===== config.mk =====
export PLATFORM = sky130hd
export DESIGN_NAME = ball_hit_event_manager
export DESIGN_NICKNAME = d
export VERILOG_FILES = /design/src/rtl/game_pkg.sv /design/src/rtl/hit_priority_encoder.sv /design/src/rtl/ball_hit_event_manager.sv
export SDC_FILE = /design/constraint.sdc
export NUM_CORES = 1
export LEC_CHECK = 0
export CORE_ASPECT_RATIO = 0.9
export CORE_MARGIN = 3
export CORE_UTILIZATION = 50
export DETAILED_ROUTE_END_ITERATION = 12
export PLACE_DENSITY = 0.78
export SYNTH_ARGS = -nofsm -noshare
export SYNTH_HDL_FRONTEND = slang
export SYNTH_SLANG_ARGS = --single-unit

===== constraint.sdc =====
create_clock -name clk -period 2.1 [get_ports clk]
set_input_delay 0.63 -clock clk [delete_from_list [all_inputs] [get_ports clk]]
set_output_delay 0.63 -clock clk [all_outputs]
set_load 0.05 [all_outputs]

===== src/rtl/game_pkg.sv =====
// Shared game constants, ball size classes and the event-manager FSM state type.
package game_pkg;

  // Ball slot layout: slot 0 is the huge ball, slots 1-2 big, slots 3 and up medium.
  localparam int HUGE_IDX  = 0;
  localparam int BIG_FIRST = 1;
  localparam int MED_FIRST = 3;

  typedef enum logic [1:0] {
    SZ_HUGE,
    SZ_BIG,
    SZ_MEDIUM
  } size_e;

  typedef enum logic {
    COLLECT,
    RESOLVE
  } state_e;

  function automatic size_e idx_to_size(input int idx);
    if (idx == HUGE_IDX) begin
      return SZ_HUGE;
    end else if (idx >= BIG_FIRST && idx < MED_FIRST) begin
      return SZ_BIG;
    end else begin
      return SZ_MEDIUM;
    end
  endfunction

endpackage


===== src/rtl/hit_priority_encoder.sv =====
// Lowest-index-wins priority encoder: request vector to one-hot grant, index and valid.
module hit_priority_encoder #(
  parameter int N  = 7,
  parameter int IW = (N > 1) ? $clog2(N) : 1
) (
  input  logic [N-1:0]  vec_i,
  output logic [N-1:0]  onehot_o,
  output logic [IW-1:0] idx_o,
  output logic          valid_o
);

  // Isolate the lowest set bit; scan downwards so the lowest index is written last.
  always_comb begin
    onehot_o = vec_i & (~vec_i + N'(1));
    valid_o  = |vec_i;
    idx_o    = '0;
    for (int i = N - 1; i >= 0; i--) begin
      if (vec_i[i]) begin
        idx_o = IW'(i);
      end
    end
  end

endmodule


===== src/rtl/ball_hit_event_manager.sv =====
// Frame-level resolver for ball collisions: latches pixel strobes during a frame
// and turns them into at most one ball hit plus one player hit per frame.
module ball_hit_event_manager
  import game_pkg::*;
#(
  parameter int NUM_BALLS     = 7,
  parameter int START_LIVES   = 3,
  parameter int INVULN_FRAMES = 60,
  parameter int SCORE_HUGE    = 10,
  parameter int SCORE_BIG     = 20,
  parameter int SCORE_MEDIUM  = 40
) (
  input  logic                 clk,
  input  logic                 resetN,
  input  logic                 startOfFrame,
  input  logic [NUM_BALLS-1:0] col_player,
  input  logic [NUM_BALLS-1:0] col_rope,
  input  logic [NUM_BALLS-1:0] ball_alive,
  output logic [NUM_BALLS-1:0] ballHit,
  output logic                 ropeRetract,
  output logic                 playerHit,
  output logic                 scoreValid,
  output logic [7:0]           scoreAdd,
  output logic [2:0]           lives,
  output logic                 invulnerable,
  output logic                 gameOver
);

  localparam int IW = (NUM_BALLS > 1) ? $clog2(NUM_BALLS) : 1;

  state_e               state_q, state_d;
  logic [NUM_BALLS-1:0] rope_latch_q, rope_latch_d;
  logic [NUM_BALLS-1:0] player_latch_q, player_latch_d;
  logic [NUM_BALLS-1:0] rope_snap_q, rope_snap_d;
  logic [NUM_BALLS-1:0] player_snap_q, player_snap_d;
  logic                 inv_snap_q, inv_snap_d;
  logic [7:0]           inv_cnt_q, inv_cnt_d;
  logic [2:0]           lives_q, lives_d;
  logic                 game_over_q, game_over_d;
  logic [NUM_BALLS-1:0] ball_hit_q, ball_hit_d;
  logic                 rope_retract_q, rope_retract_d;
  logic                 player_hit_q, player_hit_d;
  logic                 score_valid_q, score_valid_d;
  logic [7:0]           score_add_q, score_add_d;

  logic [NUM_BALLS-1:0] rope_mask, player_mask;
  logic [NUM_BALLS-1:0] rope_onehot;
  logic [IW-1:0]        rope_idx;
  logic                 rope_valid;

  function automatic logic [2:0] sat_dec(input logic [2:0] v);
    return (v == 3'd0) ? 3'd0 : v - 3'd1;
  endfunction

  function automatic logic [7:0] size_score(input size_e sz);
    case (sz)
      SZ_HUGE: return 8'(SCORE_HUGE);
      SZ_BIG:  return 8'(SCORE_BIG);
      default: return 8'(SCORE_MEDIUM);
    endcase
  endfunction

  assign rope_mask   = col_rope & ball_alive;
  assign player_mask = col_player & ball_alive;

  hit_priority_encoder #(
    .N (NUM_BALLS),
    .IW(IW)
  ) u_rope_prio (
    .vec_i   (rope_snap_q),
    .onehot_o(rope_onehot),
    .idx_o   (rope_idx),
    .valid_o (rope_valid)
  );

  // FSM sequencing plus frame latching/snapshot of collisions.
  // Invulnerability is snapshotted at the boundary too, so a frame's player
  // collisions are judged against the protection that was live while they occurred.
  always_comb begin
    state_d        = state_q;
    rope_latch_d   = rope_latch_q | rope_mask;
    player_latch_d = player_latch_q | player_mask;
    rope_snap_d    = rope_snap_q;
    player_snap_d  = player_snap_q;
    inv_snap_d     = inv_snap_q;
    if (startOfFrame) begin
      rope_snap_d    = rope_latch_q;
      player_snap_d  = player_latch_q;
      inv_snap_d     = (inv_cnt_q != 8'd0);
      rope_latch_d   = rope_mask;
      player_latch_d = player_mask;
      state_d        = RESOLVE;
    end else if (state_q == RESOLVE) begin
      state_d = COLLECT;
    end
  end

  // Event resolution in RESOLVE, invulnerability countdown and life tracking.
  always_comb begin
    ball_hit_d     = '0;
    rope_retract_d = 1'b0;
    player_hit_d   = 1'b0;
    score_valid_d  = 1'b0;
    score_add_d    = 8'd0;
    lives_d        = lives_q;
    game_over_d    = game_over_q;
    inv_cnt_d      = inv_cnt_q;
    if (startOfFrame && inv_cnt_q != 8'd0) begin
      inv_cnt_d = inv_cnt_q - 8'd1;
    end
    if (state_q == RESOLVE && !game_over_q) begin
      if (rope_valid) begin
        ball_hit_d     = rope_onehot;
        rope_retract_d = 1'b1;
        score_valid_d  = 1'b1;
        score_add_d    = size_score(idx_to_size(int'(rope_idx)));
      end
      if ((|player_snap_q) && !inv_snap_q) begin
        player_hit_d = 1'b1;
        lives_d      = sat_dec(lives_q);
        inv_cnt_d    = 8'(INVULN_FRAMES);
        if (lives_d == 3'd0) begin
          game_over_d = 1'b1;
        end
      end
    end
  end

  // State, latches, counters and registered outputs; reset drops any pending frame.
  always_ff @(posedge clk or posedge resetN) begin
    if (resetN) begin
      state_q        <= COLLECT;
      rope_latch_q   <= '0;
      player_latch_q <= '0;
      rope_snap_q    <= '0;
      player_snap_q  <= '0;
      inv_snap_q     <= 1'b0;
      inv_cnt_q      <= 8'd0;
      lives_q        <= 3'(START_LIVES);
      game_over_q    <= 1'b0;
      ball_hit_q     <= '0;
      rope_retract_q <= 1'b0;
      player_hit_q   <= 1'b0;
      score_valid_q  <= 1'b0;
      score_add_q    <= 8'd0;
    end else begin
      state_q        <= state_d;
      rope_latch_q   <= rope_latch_d;
      player_latch_q <= player_latch_d;
      rope_snap_q    <= rope_snap_d;
      player_snap_q  <= player_snap_d;
      inv_snap_q     <= inv_snap_d;
      inv_cnt_q      <= inv_cnt_d;
      lives_q        <= lives_d;
      game_over_q    <= game_over_d;
      ball_hit_q     <= ball_hit_d;
      rope_retract_q <= rope_retract_d;
      player_hit_q   <= player_hit_d;
      score_valid_q  <= score_valid_d;
      score_add_q    <= score_add_d;
    end
  end

  assign ballHit      = ball_hit_q;
  assign ropeRetract  = rope_retract_q;
  assign playerHit    = player_hit_q;
  assign scoreValid   = score_valid_q;
  assign scoreAdd     = score_add_q;
  assign lives        = lives_q;
  assign invulnerable = (inv_cnt_q != 8'd0);
  assign gameOver     = game_over_q;

endmodule


==> results.sh, run 1 <==
export IMPL_drc=0
export IMPL_clock_fmax_ghz=0.446
export IMPL_status="finished, violations left"
export IMPL_reg2regPathDepth=4
export IMPL_hold_path_depth=1
export IMPL_wl_per_cell_um=13.8
export IMPL_numCtsBuffers=5
export IMPL_p_leak_nw=1.49
export IMPL_vias_per_cell=5.14
export IMPL_drt_first_pass_iters=4
export IMPL_vias=1664
export IMPL_tightestPinTransition_ps=620
export IMPL_die_y_um=70.6
export IMPL_final_common_cell="dfrtp_1"
export IMPL_clk_latency_ps=310
export IMPL_clock_sinks=55
export IMPL_dp_cells=313
export IMPL_synthCells=204
export IMPL_htree_levels=2
export IMPL_hold_end="player_snap_q[4]"
export IMPL_cp_max_fo=4
export IMPL_routabilityCongestion=0.818
export IMPL_syn2layout_area_growth_pct=32.4
export IMPL_min_from="player_latch_q[4]"
export IMPL_final_hold_viol_count=0
export IMPL_r2r_start="player_snap_q[3]"
export IMPL_fin_crit_ps=2240
export IMPL_post_route_worst_setup_slack_ps=-141
export IMPL_rsz0062_at_grt="yes"
export IMPL_fp_dieW_um=77.8
export IMPL_antenna_found_initial=0
export IMPL_max_vdd_ir_drop_mv=0.555
export IMPL_finalCritPeriodShare_pct=107
export IMPL_power_density_mw_per_mm2=873
export IMPL_setup_worst_path_end_class="output pin"
export IMPL_timing_max_slew_rel_slack_pct=57.6
export IMPL_grt_pass1_wl_um=7610
export IMPL_place_hpwl_um=3090
export IMPL_fin_cells=324
export IMPL_cp_start_kind="flip-flop"
export IMPL_synth_edff_count=0
export IMPL_violations="setup timing"
export IMPL_cts_path_max_buffers=2
export IMPL_portBuffers=43
export IMPL_reg2reg_to="inv_cnt_q[0]"
export IMPL_path_class="reg -> out"
export IMPL_cap_violations=0
export IMPL_synth_distinct_cells=37
export IMPL_most_common_layout_cells="dfrtp_1, clkdlybuf4s50_1, buf_4"
export IMPL_core_mm2=0.00427
export IMPL_syn_area_per_cell_um2=11.4
export IMPL_initial_core_util_pct=54.3
export IMPL_cts_tree="built"
export IMPL_syn_area_mm2=0.00232
export IMPL_yosysSeqAreaShare_pct=59.5
export IMPL_path_clk_slew_ps=100
export IMPL_grt_use_total_pct=17.3
export IMPL_antenna_left=0
export IMPL_dieArea_mm2=0.00549
export IMPL_setup_viol=1
export IMPL_rrSetupSlack_ps=140
export IMPL_grt_pass1_vias=1620
export IMPL_ys_async_sr_fraction_pct=100
export IMPL_grt_max_degree=43
export IMPL_crit_arrival_ps=1610
export IMPL_yosysWarnings=0
export IMPL_drive_gt1_share_pct=26.1
export IMPL_clock_skew_ps=13.2
export IMPL_first_iter_violations=94
export IMPL_row_count=22
export IMPL_boundaryPins=47
export IMPL_ctsRootBufferMaster="clkbuf_8"
export IMPL_ys_seq_elements=55
export IMPL_cp_required_ps=1470
export IMPL_synth_ff_type="dfrtp_1"
export IMPL_fin_nets=291
export IMPL_hold_path_class="reg -> reg"
export IMPL_diodes=0
export IMPL_pre_cts_slack_ps=-184
export IMPL_finalWirelength_um=4470
export IMPL_grt_ovfl_total=0
export IMPL_slew_violations=0
-- power breakdown --
group          internal [mW]  leakage (nW)  switching, mW
clock                  0.360        0.0548          0.356
sequential              1.19         0.680          0.106
combinational          0.331         0.757          0.335
total                   1.88          1.49          0.796
-- critical path: stages, from the launching register on --
cell,delay (ps)
dfrtp_1,390
or4_4,580
nor2_4,140
inv_2,50
buf_8,140
-- flip-flops by register name (all words and copies together), names as in the netlist, 3 cells and up --
signal and cells:
inv_cnt_q 8, ballHit 7, player_latch_q 7, player_snap_q 7, rope_latch_q 7, rope_snap_q 7
scoreAdd 4, lives 3
-- repair_timing --
item | 4_1_cts | 5_1_grt
setup endpoints to repair | 3 | 6
hold buffers | 0 | 0
pin swaps | 1 | 0
buffers inserted | 2 | 1
resized for setup | 11 | 7
-- logic make-up after synthesis --
logic type / share of synthesized area [%]
AND/OR/NAND/NOR: 13.8
flip-flops: 59.5
AO/OA/AOI/OAI: 9.23
buffers and inverters: 6.96
multiplexers: 8.20
adder cells (fa/ha/maj): 2.16
other: 0.162
-- cells in the mapped netlist (2+ instances only) --
master     count  area, um^2
ha_1           4        50.1
nand2b_1       2        12.5
a21oi_1        4        20.0
a211oi_1       2        15.0
nor2_1         7        26.3
and2_1         3        18.8
or2_2          2        12.5
and3_1         4        25.0
a211o_2        2        20.0
a2111oi_0      2        17.5
inv_1         24        90.1
buf_4          6        45.0
o31ai_1        2        15.0
nand2_1       17        63.8
nor3_1         3        15.0
o21ai_0       19        95.1
dfrtp_1       53        1330
mux2_2        16         180
nor3b_1        2        15.0
clkbuf_1       3        11.3
nor4_1         5        31.3
or4_1          5        37.5
or3b_2         2        17.5
dfstp_2        2        52.6
-- per-stage QoR --
step / utilization [%] / power, mW / instance area, um^2 / TNS, ps / hold WS [ps]
after floorplan: - / 1.67 / 2330 / 0 / 479
after global placement: 67.5 / 1.89 / 2880 / -554 / 485
final: 72.0 / 2.68 / 3070 / -141 / 513
after global routing: 72.0 / 2.80 / 3070 / -192 / 536
after detailed placement: 67.5 / 1.92 / 2880 / -940 / 493
after CTS: 71.3 / 2.67 / 3040 / -146 / 516
-- cell type report --
| class | count | area, um^2 |
|---|---|---|
| clock inverter | 3 | 46.3 |
| sequential | 55 | 1380 |
| multi-input combinational | 116 | 821 |
| clock buffer | 5 | 68.8 |
| inverter | 25 | 93.8 |
| tap | 60 | 75.1 |
| fill | 333 | 1200 |
| timing repair buffer | 60 | 587 |
-- metal layers --
layer	wire, um	global-route usage (%)	share of wire (%)
met1	1990	24.3	45
met2	2150	27.7	48
met3	256	3.69	5.7
met4	65	4.35	1.5
met5	0	0	0
-- worst max path at each step --
stage | from | end | slack (ps) | cells past startpoint
floorplan | inv_cnt_q[0] | invulnerable | 8 | 5
global placement | startOfFrame | inv_cnt_q[5] | -150 | 5
detailed placement | startOfFrame | inv_cnt_q[7] | -180 | 4
CTS | inv_cnt_q[2] | invulnerable | -150 | 4
global route | inv_cnt_q[0] | invulnerable | -190 | 6
finish | inv_cnt_q[2] | invulnerable | -140 | 4
No activity file was read; power rests on OpenSTA's default activity.
==> run 2: changes to the inputs <==
Settings changed: CORE_UTILIZATION 50 to 53, CTS_BUF_LIST set to sky130_fd_sc_hd__clkbuf_8, PLACE_DENSITY 0.78 to 0.82.
==> run 2 against run 1 <==
The flow still finishes with violations (setup timing); design area decreased by 0.28%; clock power fell by 2%; routed wire length down 3.3%; critical path depth rose by 2; cell count shrank 0.31%; critical path type unchanged; largest power group unchanged.
==> results.sh, run 2 (synthesis gave the netlist of run 1 again) <==
export IMPL_status="finished, violations left"
export IMPL_violations="setup timing"
export IMPL_tightestPinTransition_ps=563
export IMPL_fin_cells=323
export IMPL_wl_per_cell_um=13.4
export IMPL_grt_pass1_wl_um=7110
export IMPL_max_vdd_ir_drop_mv=0.482
export IMPL_finalCritPeriodShare_pct=108
export IMPL_comb_power_share_pct=24.5
export IMPL_numCtsBuffers=5
export IMPL_boundaryPins=47
export IMPL_vias=1660
export IMPL_clock_skew_ps=9.48
export IMPL_core_mm2=0.00416
export IMPL_cts_tree="built"
export IMPL_drt_first_pass_iters=4
export IMPL_setup_viol=1
export IMPL_hold_path_class="reg -> reg"
export IMPL_grt_ovfl_total=0
export IMPL_cp_start_kind="flip-flop"
export IMPL_grt_use_total_pct=18.4
export IMPL_switchingPower_mw=0.746
export IMPL_switching_share_pct=28.2
export IMPL_clock_fmax_ghz=0.442
export IMPL_fin_crit_ps=2260
export IMPL_final_hold_viol_count=0
export IMPL_most_common_layout_cells="dfrtp_1, clkdlybuf4s50_1, inv_1"
export IMPL_dp_cells=312
export IMPL_drive_gt1_share_pct=24.0
export IMPL_post_route_worst_setup_slack_ps=-161
export IMPL_multi_input_area_um2=810
export IMPL_pre_cts_slack_ps=-224
export IMPL_setup_worst_path_end_class="output pin"
export IMPL_fp_dieW_um=75.7
export IMPL_cp_required_ps=1470
export IMPL_path_clk_slew_ps=90
export IMPL_power_frac_seq_pct=49.0
export IMPL_clk_latency_ps=290
export IMPL_portBuffers=43
export IMPL_final_common_cell="dfrtp_1"
export IMPL_diodes=0
export IMPL_cap_violations=0
export IMPL_rrSetupSlack_ps=190
export IMPL_slew_violations=0
export IMPL_grt_pass1_vias=1541
export IMPL_nFillCells=286
export IMPL_final_seq_area_mm2=0.00138
export IMPL_place_hpwl_um=3050
export IMPL_hold_path_depth=1
export IMPL_antenna_left=0
export IMPL_syn2layout_area_growth_pct=32.1
export IMPL_worst_hold_slack_ps=510
export IMPL_htree_levels=2
export IMPL_initial_core_util_pct=55.8
export IMPL_top_register="inv_cnt_q"
export IMPL_rsz0062_at_grt="yes"
export IMPL_row_count=22
export IMPL_hold_buffers=0
export IMPL_die_y_um=68.7
export IMPL_routabilityCongestion=0.870
export IMPL_largest_register_ffs=8
export IMPL_power_density_mw_per_mm2=863
export IMPL_vias_per_cell=5.14
export IMPL_cp_max_fo=2
export IMPL_antenna_found_initial=0
export IMPL_clockPowerShare_pct=26.5
export IMPL_p_leak_nw=1.48
export IMPL_first_iter_violations=151
export IMPL_finalWirelength_um=4320
export IMPL_path_class="reg -> out"
export IMPL_timing_max_slew_rel_slack_pct=62.4
export IMPL_crit_arrival_ps=1630
export IMPL_fin_nets=290
export IMPL_reg2regPathDepth=5
export IMPL_fin_total_pwr_mw=2.64
export IMPL_drc=0
export IMPL_dieArea_mm2=0.00521
export IMPL_setup_total_negative_slack_ps=-161
export IMPL_grt_max_degree=56
export IMPL_p_int_mw=1.90
export IMPL_cts_path_max_buffers=2
export IMPL_ctsRootBufferMaster="clkbuf_8"
export IMPL_clock_sinks=55
[run 2: changes by cell type in the layout (fill, tap and decap cells not counted)]
cell,before,now
inv_6,1,0
nor4_1,4,5
clkinv_2,0,1
clkinvlp_4,1,0
nor3b_2,1,0
nor3b_1,1,2
nor4_2,1,0
buf_4,23,19
clkdlybuf4s50_1,28,31
clkbuf_8,5,6
[run 2: cell type report]
type / count / area share (%)
clock inverters: 2 / 1.14
inverters: 25 / 3.06
well taps: 60 / 2.45
repair buffers: 59 / 19.2
flip-flops and latches: 55 / 45.0
clock buffers: 6 / 2.70
multi-input cells: 116 / 26.4
[run 2: critical path, stage by stage (launching register included)]
cell and delay [ps]:
dfrtp_1 400, inv_2 80, ha_4 130, or3b_4 390, nor2_4 140, inv_2 50
buf_8 140
[run 2: worst paths after layout]
check	startpoint	to
setup / recovery	inv_cnt_q[0]	invulnerable
hold / removal	player_latch_q[3]	player_snap_q[3]
setup reg to reg	inv_cnt_q[1]	inv_cnt_q[7]
hold reg to reg	player_latch_q[3]	player_snap_q[3]
max in group asynchronous	resetN	lives[1]
min in group asynchronous	resetN	rope_snap_q[2]
[run 2: per-layer routing]
metal / share of wire [%] / wire length (um) / up-vias / GRT usage (%)
met2: 50 / 2150 / 53 / 30.4
met1: 44 / 1900 / 802 / 24.6
met3: 5.0 / 218 / 4 / 3.19
met4: 1.1 / 46 / 0 / 6.11
li1: - / - / 801 / -
met5: 0 / 0 / - / 0
[run 2: power by group through the flow]
stage	clock network [mW]	logic, mW	registers [mW]
6_report	0.700	0.649	1.29
5_1_grt	0.759	0.714	1.31
4_1_cts	0.713	0.632	1.29
3_3_place_gp	0	0.588	1.30
3_5_place_dp	0	0.604	1.31
2_1_floorplan	0	0.314	1.35
[run 2: timing repair]
item / in CTS / in global routing
pin swaps: 1 / 1
setup endpoints to repair: 2 / 6
resized for setup: 8 / 8
setup buffers: 2 / 1
[run 2: per-stage QoR]
stage	utilization, %	cell area (um^2)
after floorplan	-	2330
after global placement	69.3	2880
after detailed placement	69.3	2880
after CTS	72.9	3030
after global routing	73.7	3060
final	73.7	3060
==> run 3: changes to the inputs <==
Settings changed: CELL_PAD_IN_SITES_DETAIL_PLACEMENT set to 2, CELL_PAD_IN_SITES_GLOBAL_PLACEMENT set to 2, CORE_UTILIZATION 53 to 34, PLACE_DENSITY 0.82 to not set, PLACE_DENSITY_LB_ADDON set to 0.1.
==> run 3 against run 2 <==
The run still ends with setup timing left; critical path depth is the same; die area grew 51%; largest cell class unchanged; design area grew 4.2%; largest power group unchanged; via count grew 6.1%; fmax shrank 1.1%; register-to-register slack lost 40 ps; cell count grew 13%; hold slack gained 11 ps; critical path type unchanged; sequential share of layout area shrank 1.8 points; combinational power grew 24%; clock skew is essentially flat.
==> results.sh, run 3 (synthesis gave the netlist of run 1 again) <==
export IMPL_final_core_util_pct=50.2
export IMPL_cts_tree="built"
export IMPL_final_common_cell="dfrtp_1"
export IMPL_clock_skew_ps=9.18
export IMPL_final_hold_viol_count=0
export IMPL_drt_first_pass_iters=4
export IMPL_wl_per_cell_um=17.8
export IMPL_cp_start_kind="flip-flop"
export IMPL_cp_max_fo=2
export IMPL_drive_gt1_share_pct=31.2
export IMPL_finalWirelength_um=6520
export IMPL_violations="setup timing"
export IMPL_syn2layout_area_growth_pct=37.6
export IMPL_largest_register_ffs=8
export IMPL_cts_path_max_buffers=2
export IMPL_numCtsBuffers=5
export IMPL_power_frac_seq_pct=48.2
export IMPL_max_vdd_ir_drop_mv=0.323
export IMPL_path_class="reg -> out"
export IMPL_antenna_found_initial=0
export IMPL_switchingPower_mw=0.861
export IMPL_die_y_um=84.3
export IMPL_clock_sinks=55
export IMPL_p_int_mw=1.83
export IMPL_rsz0062_at_grt="yes"
export IMPL_htree_levels=2
export IMPL_hold_path_class="reg -> reg"
export IMPL_row_count=27
export IMPL_setup_total_negative_slack_ps=-187
export IMPL_vias_per_cell=4.81
export IMPL_path_delay_family="simple AND/OR/NAND/NOR gates"
export IMPL_status="finished, violations left"
export IMPL_clock_fmax_ghz=0.437
export IMPL_fin_crit_ps=2290
export IMPL_ctsRootBufferMaster="clkbuf_8"
export IMPL_comb_power_share_pct=30.0
export IMPL_crit_arrival_ps=1660
export IMPL_grt_use_total_pct=18.0
export IMPL_p_leak_nw=1.54
export IMPL_worst_hold_slack_ps=521
export IMPL_grt_pass1_vias=2061
export IMPL_core_mm2=0.00635
export IMPL_post_route_worst_setup_slack_ps=-187
export IMPL_switching_share_pct=32.0
export IMPL_drc=0
export IMPL_grt_max_degree=36
export IMPL_cp_required_ps=1470
export IMPL_place_hpwl_um=4550
export IMPL_top_register="inv_cnt_q"
export IMPL_grt_ovfl_total=0
export IMPL_vias=1761
export IMPL_timing_max_slew_rel_slack_pct=57.5
export IMPL_clk_latency_ps=310
export IMPL_routabilityCongestion=0.781
export IMPL_setup_viol=1
export IMPL_initial_core_util_pct=36.5
export IMPL_hold_buffers=0
export IMPL_crit_top_cell="inv_2"
export IMPL_grt_pass1_wl_um=10900
export IMPL_diodes=0
export IMPL_path_cells="inv_2, ha_4, or3b_4, nor2_4, inv_2, buf_8"
export IMPL_crit_slowest_cell="dfrtp_1"
export IMPL_clockPowerShare_pct=21.8
export IMPL_finalCritPeriodShare_pct=109
export IMPL_cpPeakStageDelay_ps=420
export IMPL_path_buf_inv=3
export IMPL_dieArea_mm2=0.00785
export IMPL_first_iter_violations=43
export IMPL_antenna_left=0
export IMPL_cap_violations=0
export IMPL_path_clk_slew_ps=100
export IMPL_power_density_mw_per_mm2=844
export IMPL_setup_worst_path_end_class="output pin"
export IMPL_portBuffers=43
export IMPL_fin_nets=306
export IMPL_tightestPinTransition_ps=622
export IMPL_fp_dieW_um=93.0
export IMPL_boundaryPins=47
export IMPL_slew_violations=0
export IMPL_most_common_layout_cells="dfrtp_1, buf_4, clkdlybuf4s50_1"
==> run 3: cell count changes in the layout (fill, tap and decap cells not counted), moves of 3 or more <==
cell / change
buf_4: +22
clkdlybuf4s50_1: -8
dlygate4sd2_1: +4
dlymetal6s2s_1: -3
==> run 3: cell type report <==
| type | instances | area, um^2 |
|---|---|---|
| fillers | 674 | 3160 |
| inverters | 25 | 93.8 |
| clock inverters | 3 | 20.0 |
| repair buffers | 75 | 689 |
| clock buffers | 5 | 68.8 |
| flip-flops and latches | 55 | 1380 |
| well taps | 87 | 109 |
| multi-input cells | 116 | 831 |
==> run 3: metal layers <==
metal  share of wire, %  global-route usage [%]  wire (um)
met1                 42                    22.2       2750
met2                 54                    31.7       3520
met3                3.1                    5.20        200
met4               0.61                    3.20         40
met5                  0                       0          0
==> run 3: worst register-to-register path, stage by stage, from the launching register on <==
cell	delay, ps
dfrtp_1	420
inv_2	100
ha_4	130
or3b_4	380
nor2_4	110
inv_2	60
buf_4	120
buf_4	120
buf_4	140
a221oi_4	260
==> run 3: what timing repair did <==
item / in CTS / in global routing
gates resized for setup: 16 / 4
setup endpoints to repair: 6 / 4
buffers inserted: 9 / 4
hold endpoints to repair: 0 / 0
pin swaps: 4 / 1
==> run 3: power groups by stage <==
stage	clock (mW)	sequential, mW	combinational (mW)
detailed placement	0	1.31	0.673
floorplan	0	1.35	0.314
finish	0.587	1.30	0.808
global route	0.674	1.32	0.886
CTS	0.613	1.29	0.757
global placement	0	1.30	0.646
==> run 3: worst paths after layout <==
kind                                   from                to  slack (ps)  cells past startpoint
setup / recovery               inv_cnt_q[1]      invulnerable        -190                      6
hold reg to reg            player_snap_q[3]  player_snap_q[3]         520                      1
hold / removal             player_snap_q[3]  player_snap_q[3]         520                      1
max in group asynchronous            resetN  player_snap_q[5]        1000                      3
min in group asynchronous            resetN   rope_latch_q[0]         620                      2
setup reg to reg               inv_cnt_q[1]      inv_cnt_q[1]         150                      9
==> run 3: metrics by stage <==
step	cell area (um^2)	setup WS [ps]	std cells	power, mW
after global routing	3190	-273	366	2.88
final	3190	-187	366	2.69
after CTS	3160	-157	365	2.66
after detailed placement	2980	-206	348	1.98
after floorplan	2330	7.51	206	1.67
after global placement	2980	-200	348	1.95
